<file path="config.mk">
export PLATFORM = sky130hd
export DESIGN_NAME = mic_capture_ctrl
export DESIGN_NICKNAME = d
export VERILOG_FILES = /design/src/rtl/mic_capture_ctrl.sv
export SDC_FILE = /design/constraint.sdc
export NUM_CORES = 1
export LEC_CHECK = 0
export ABC_AREA = 0
export BUFFER_PORTS_ARGS = -buffer_cell sky130_fd_sc_hd__clkbuf_2
export CAP_MARGIN = 20
export CORE_ASPECT_RATIO = 1.2
export CORE_MARGIN = 2
export CORE_UTILIZATION = 34
export CTS_BUF_LIST = sky130_fd_sc_hd__clkbuf_4 sky130_fd_sc_hd__clkbuf_8
export DETAILED_ROUTE_END_ITERATION = 12
export SKIP_LAST_GASP = 1
export SYNTH_ARGS = -nofsm -noshare
export SYNTH_HDL_FRONTEND = slang
export SYNTH_SLANG_ARGS = --single-unit
</file>
<file path="constraint.sdc">
create_clock -name clk -period 6.1 [get_ports clk]
set_clock_uncertainty 0.1 [all_clocks]
set_input_delay 0.305 -clock clk [delete_from_list [all_inputs] [get_ports clk]]
set_output_delay 0.305 -clock clk [all_outputs]
set_load 0.05 [all_outputs]
</file>
<file path="src/rtl/mic_capture_ctrl.sv">
// PDM decimator capture sequencer: enable gating, warm-up discard, programmable
// sub-sampling and a register FIFO with first-word fall-through and sticky overflow.
module mic_capture_ctrl #(
  parameter int unsigned SAMPLE_DEPTH   = 16,
  parameter int unsigned FIFO_DEPTH     = 16,
  parameter int unsigned WARMUP_SAMPLES = 2048,
  parameter int unsigned DECIM_WIDTH    = 8
) (
  input  logic                          clk,
  input  logic                          rst,
  input  logic                          enable,
  input  logic [DECIM_WIDTH-1:0]        decim,
  input  logic                          in_strobe,
  input  logic signed [SAMPLE_DEPTH-1:0] in_sample,
  output logic                          out_valid,
  input  logic                          out_ready,
  output logic signed [SAMPLE_DEPTH-1:0] out_sample,
  output logic [$clog2(FIFO_DEPTH):0]   fifo_level,
  output logic                          overflow,
  input  logic                          clear_ovf,
  output logic [1:0]                    state
);

  localparam int unsigned PTR_W  = $clog2(FIFO_DEPTH);
  localparam int unsigned LVL_W  = PTR_W + 1;
  localparam int unsigned WCNT_W = $clog2(WARMUP_SAMPLES + 1);

  typedef enum logic [1:0] {
    IDLE   = 2'd0,
    WARMUP = 2'd1,
    RUN    = 2'd2
  } state_t;

  state_t                   r_state;
  logic [WCNT_W-1:0]        r_wcnt;
  logic [DECIM_WIDTH-1:0]   r_decim_q;
  logic [DECIM_WIDTH-1:0]   r_dcnt;
  logic [SAMPLE_DEPTH-1:0]  r_mem [FIFO_DEPTH];
  logic [PTR_W-1:0]         r_wr_ptr;
  logic [PTR_W-1:0]         r_rd_ptr;
  logic [LVL_W-1:0]         r_level;
  logic                     r_overflow;

  logic w_start;
  logic w_push_req;
  logic w_full;
  logic w_push;
  logic w_pop;

  // A capture start flushes the FIFO, so it overrides any pop in that cycle.
  assign w_start    = (r_state == IDLE) && enable;
  assign w_push_req = (r_state == RUN) && enable && in_strobe && (r_dcnt == '0);
  assign w_full     = (r_level == LVL_W'(FIFO_DEPTH));
  assign w_push     = w_push_req && !w_full;
  assign w_pop      = out_valid && out_ready && !w_start;

  assign out_valid  = (r_level != '0);
  assign out_sample = out_valid ? r_mem[r_rd_ptr] : '0;
  assign fifo_level = r_level;
  assign overflow   = r_overflow;
  assign state      = r_state;

  // Sequencer: warm-up counting and decimation counting.
  always_ff @(posedge clk or posedge rst) begin
    if (rst) begin
      r_state   <= IDLE;
      r_wcnt    <= '0;
      r_decim_q <= '0;
      r_dcnt    <= '0;
    end else begin
      case (r_state)
        IDLE: begin
          if (enable) begin
            r_state   <= WARMUP;
            r_wcnt    <= '0;
            r_decim_q <= decim;
            r_dcnt    <= '0;
          end
        end
        WARMUP: begin
          if (!enable) begin
            r_state <= IDLE;
          end else if (in_strobe) begin
            r_wcnt <= r_wcnt + WCNT_W'(1);
            if (r_wcnt == WCNT_W'(WARMUP_SAMPLES - 1)) begin
              r_state <= RUN;
            end
          end
        end
        RUN: begin
          if (!enable) begin
            r_state <= IDLE;
          end else if (in_strobe) begin
            if (r_dcnt == '0) begin
              r_dcnt <= r_decim_q;
            end else begin
              r_dcnt <= r_dcnt - DECIM_WIDTH'(1);
            end
          end
        end
        default: r_state <= IDLE;
      endcase
    end
  end

  // FIFO pointers, occupancy and sticky overflow (set wins over clear).
  always_ff @(posedge clk or posedge rst) begin
    if (rst) begin
      r_wr_ptr   <= '0;
      r_rd_ptr   <= '0;
      r_level    <= '0;
      r_overflow <= 1'b0;
    end else if (w_start) begin
      r_wr_ptr   <= '0;
      r_rd_ptr   <= '0;
      r_level    <= '0;
      r_overflow <= 1'b0;
    end else begin
      if (w_push) begin
        r_wr_ptr <= r_wr_ptr + PTR_W'(1);
      end
      if (w_pop) begin
        r_rd_ptr <= r_rd_ptr + PTR_W'(1);
      end
      r_level <= r_level + LVL_W'(w_push) - LVL_W'(w_pop);
      if (w_push_req && w_full) begin
        r_overflow <= 1'b1;
      end else if (clear_ovf) begin
        r_overflow <= 1'b0;
      end
    end
  end

  always_ff @(posedge clk) begin
    if (w_push) begin
      r_mem[r_wr_ptr] <= in_sample;
    end
  end

endmodule

</file>
==> impl_results.md <==
- Number of buffers created by CTS: 49
- Clk_lat worst skew: around 0.55 ns
- Fmax: about 270 MHz
- Leak: between 4 and 5 nW
- Wirelength per Cell: about 19 um
- P&R area growth vs syn: 15.9%
- Startpoint Class: register
- Worst setup path endpoint: out_sample[11]
- Hold Crit Class: input pin to register
- Vias in the first global route: approximately 6500
- Total power: between 5 and 6 mW
- Clk sinks: 300
- Critical path launch point: r_rd_ptr[1]$_DFFE_PP0P_
- Ys Warns: 0
- Critical path class: register to primary output
- Post-route ant nets: 0
- Setup_tns: 0 ns
- Top cell type's share of synthesized area: between 60% and 70%
- Top_reg_cell synth: edfxtp_1
- Post-Layout Inst Area: 14100 um^2
- Status: finished clean
- # rows: 76
- Core region area: between 30000 and 40000 um^2
- Minimum clock period: about 3.7 ns
- Synth Instances: around 670
- Comb pwr share: a little over a quarter
- Initial DRC count: 478
- Via Count: ~6300
- Final nets: 808
- Share of cells above drive strength 1: 29.2%
- R2R Setup Slk: between 2 and 3 ns
- Final period util: approximately 61%
- Post-synth EDFFs: approximately 260
- # Max-Cap Violations: 0
- Vias per cell: around 5.0
- Critical Path Fanout Max: 40
- Dpl cell area: about 13000 um^2
- Post-Route Utilization: between 30 and 40%
- Setup crit end kind: primary output
- Arrival time worst endpoint: roughly 3.3 ns
- Worst reg2reg path depth: 14
- Syn_nets: approximately 700
- Min-delay src: in_sample[2]
- Largest net degree at the start of global routing: 45
- RD Place Congestion: 0.762
- First-pass GRT wire length: between 30 and 40 mm
- GRT Residual Overflow: 0
- FF-to-FF End: fifo_level[4]$_DFF_PP0_
- Drc violations: 0
- Synth area leader: edfxtp_1
- Port Buf Inserts: between 50 and 60
- RSZ-0062 raised after global routing: false
- Die ar.: around 37000 um^2
- Starting density of the core: around a third
- Data required, critical path: ~5.7 ns
- Sequential share of power: a little over two fifths
- PD cells: slightly below 400 nW/um^2
- Peak supply drop: roughly 0.23 mV
- Die width: around 180 um
- Filler cells: between 3000 and 4000
- Post-DP HPWL: 15.1 mm
- All-Layer GR Usage: approximately an eighth
- First-pass DRT Iterations: 7
- Final Max Slew Viols: 0
- Switch Pwr: about 1.8 mW
- Final setup vio count: 0
- Synth unique cells: between 50 and 60
- #FFs+latches synth: 300
- Drt total wl: between 20 and 25 mm
- Slew of the pin with the lowest slew margin: between 1 and 1.5 ns
- Fin. Hold Viols: 0
- # diodes: 0
- Max-slew headroom at the worst pin: between 20% and 30%
- Die Ht: around 210 um
- Switching Share: between 30% and 40%
- CTS max path bufs: 3
- Post-synthesis sequential area ratio: between 70% and 80%
- Main area contributors after synthesis: edfxtp_1, mux4_2, dfrtp_1
- Initial antenna violation count: 0
- # IOs: 55
- Syn Area/Cell: between 15 and 20 um^2
- CTS tree: yes
- Area of the multi-input gates: between 3000 and 4000 um^2
- H-tree Lvls: 2
- Mapped cell area: 12200 um^2
- RR Startpoint: r_dcnt[0]$_DFFE_PP0P_
- Non-Filler Instances: around 1300
- Internal: 3.81 mW
- Dpl cells: approximately 1200
- Clock root cell: clkbuf_8
- Post-CTS sizing: 0
- Register area: ~8800 um^2
- Clock transition at path regs: 0.06 ns
- Ys async rst share: 14.7%
- Clock share of power: 31.4%
## what timing repair did
action,4_1_cts,5_1_grt
setup buffers,0,0
endpoints found under the hold margin,55,0
hold buffers,12,0
## registers in the layout (all words and copies together), names as in the netlist
| signal | count |
|---|---|
| fifo_level | 5 |
| overflow | 1 |
| r_dcnt | 8 |
| r_decim_q | 8 |
| r_mem | 256 |
| r_rd_ptr | 4 |
| r_wcnt | 12 |
| r_wr_ptr | 4 |
| state | 2 |
## through the flow
step / hold WS (ns) / setup slack, ns
2_1_floorplan: 0.304 / 2.24
3_3_place_gp: 0.362 / 2.72
3_5_place_dp: 0.364 / 2.62
4_1_cts: 0.0528 / 2.25
5_1_grt: 0.0845 / 2.12
6_report: 0.0859 / 2.37
## layer usage
metal	share of wire (%)	vias up	global-route usage (%)
met5	0	-	0
met4	2.0	0	3.76
met3	5.4	44	2.71
met2	47	164	21.3
met1	45	3246	18.6
li1	-	2872	-
## power groups by stage
| stage | combinational [mW] | clock [mW] | sequential [mW] |
|---|---|---|---|
| floorplan | 1.12 | 0 | 2.39 |
| global placement | 1.47 | 0 | 2.39 |
| detailed placement | 1.48 | 0 | 2.39 |
| CTS | 1.49 | 1.79 | 2.35 |
| global route | 1.57 | 1.89 | 2.36 |
| finish | 1.47 | 1.75 | 2.34 |
## how the worst min path moves through the flow
stage | endpoint | depth (start not counted)
after CTS | r_wcnt[0]$_DFFE_PP0P_ | 3
final | r_mem[7][2]$_DFFE_PP_ | 1
after global placement | r_wcnt[1]$_DFFE_PP0P_ | 3
after global routing | r_mem[13][14]$_DFFE_PP_ | 1
after detailed placement | r_wcnt[2]$_DFFE_PP0P_ | 3
after floorplan | r_mem[0][0]$_DFFE_PP_ | 0
## logic make-up (layout without fill, tap and decap cells)
| family | count (synthesis) | after routing | share of synthesized area, % |
|---|---|---|---|
| AO/OA/AOI/OAI | 77 | 77 | 4.95 |
| AND/OR/NAND/NOR | 140 | 140 | 6.23 |
| multiplexers | 70 | 70 | 12.3 |
| buffers and inverters | 55 | 185 | 2.05 |
| flip-flops | 300 | 300 | 72.1 |
| XOR/XNOR | 11 | 11 | 0.790 |
| adder cells (fa/ha/maj) | 15 | 15 | 1.60 |
## worst max-delay path, cell delays in order, from the launching register on
cell and delay [ns]:
dfrtp_4 0.77, buf_4 0.62, mux4_2 0.58, a22o_1 0.28, a221o_1 0.26, clkbuf_2 0.24
## cell usage after synthesis (2+ instances only)
cell type	count
a22o_1	17
nand2b_1	5
o211ai_1	2
mux2i_1	6
o21ai_0	7
clkbuf_1	20
nor2_1	27
and3_1	2
nand2_1	41
nor3b_2	2
buf_2	8
o31ai_1	3
a31o_2	3
a21oi_1	12
a31oi_1	5
a32o_1	2
ha_1	14
edfxtp_1	256
or3_1	3
dfrtp_1	44
nor3b_1	4
xor2_1	4
inv_1	18
nor4_1	7
and3b_1	2
a41o_1	2
nor2b_1	6
a221o_1	16
mux4_2	64
and2_1	9
or3b_2	3
buf_1	4
buf_6	3
nor3_1	5
nand3_1	13
xnor2_1	7
## layout make-up
cell class / instances / area share [%]
clock inverter: 20 / 1.23
sequential: 300 / 62.2
clock buffer: 66 / 5.72
multi-input combinational: 313 / 22.6
timing repair buffer: 80 / 3.53
inverter: 19 / 0.505
tap: 468 / 4.14
## cell usage in the layout, fill, tap and decap left out, types with 4 or more instances in the layout
| cell | synthesis | final |
|---|---|---|
| mux2i_1 | 6 | 6 |
| clkinv_1 | 0 | 10 |
| nand3_1 | 13 | 13 |
| a221o_1 | 16 | 16 |
| dfrtp_1 | 44 | 42 |
| xnor2_1 | 7 | 7 |
| clkinv_2 | 0 | 6 |
| clkbuf_8 | 0 | 50 |
| a21oi_1 | 12 | 12 |
| dlygate4sd3_1 | 0 | 12 |
| o21ai_0 | 7 | 7 |
| a22o_1 | 17 | 17 |
| nor3_1 | 5 | 5 |
| a31oi_1 | 5 | 5 |
| mux4_2 | 64 | 64 |
| nor4_2 | 1 | 5 |
| xor2_1 | 4 | 4 |
| buf_4 | 0 | 13 |
| nor2b_1 | 6 | 6 |
| clkbuf_2 | 0 | 54 |
| nor2_2 | 0 | 4 |
| inv_1 | 18 | 17 |
| nor2_1 | 27 | 23 |
| and2_1 | 9 | 9 |
| edfxtp_1 | 256 | 256 |
| nor3b_2 | 2 | 4 |
| nand2_1 | 41 | 41 |
| clkbuf_4 | 0 | 16 |
| ha_1 | 14 | 14 |
| nand2b_1 | 5 | 5 |
Note: power is estimated with default switching activity, not from simulation.
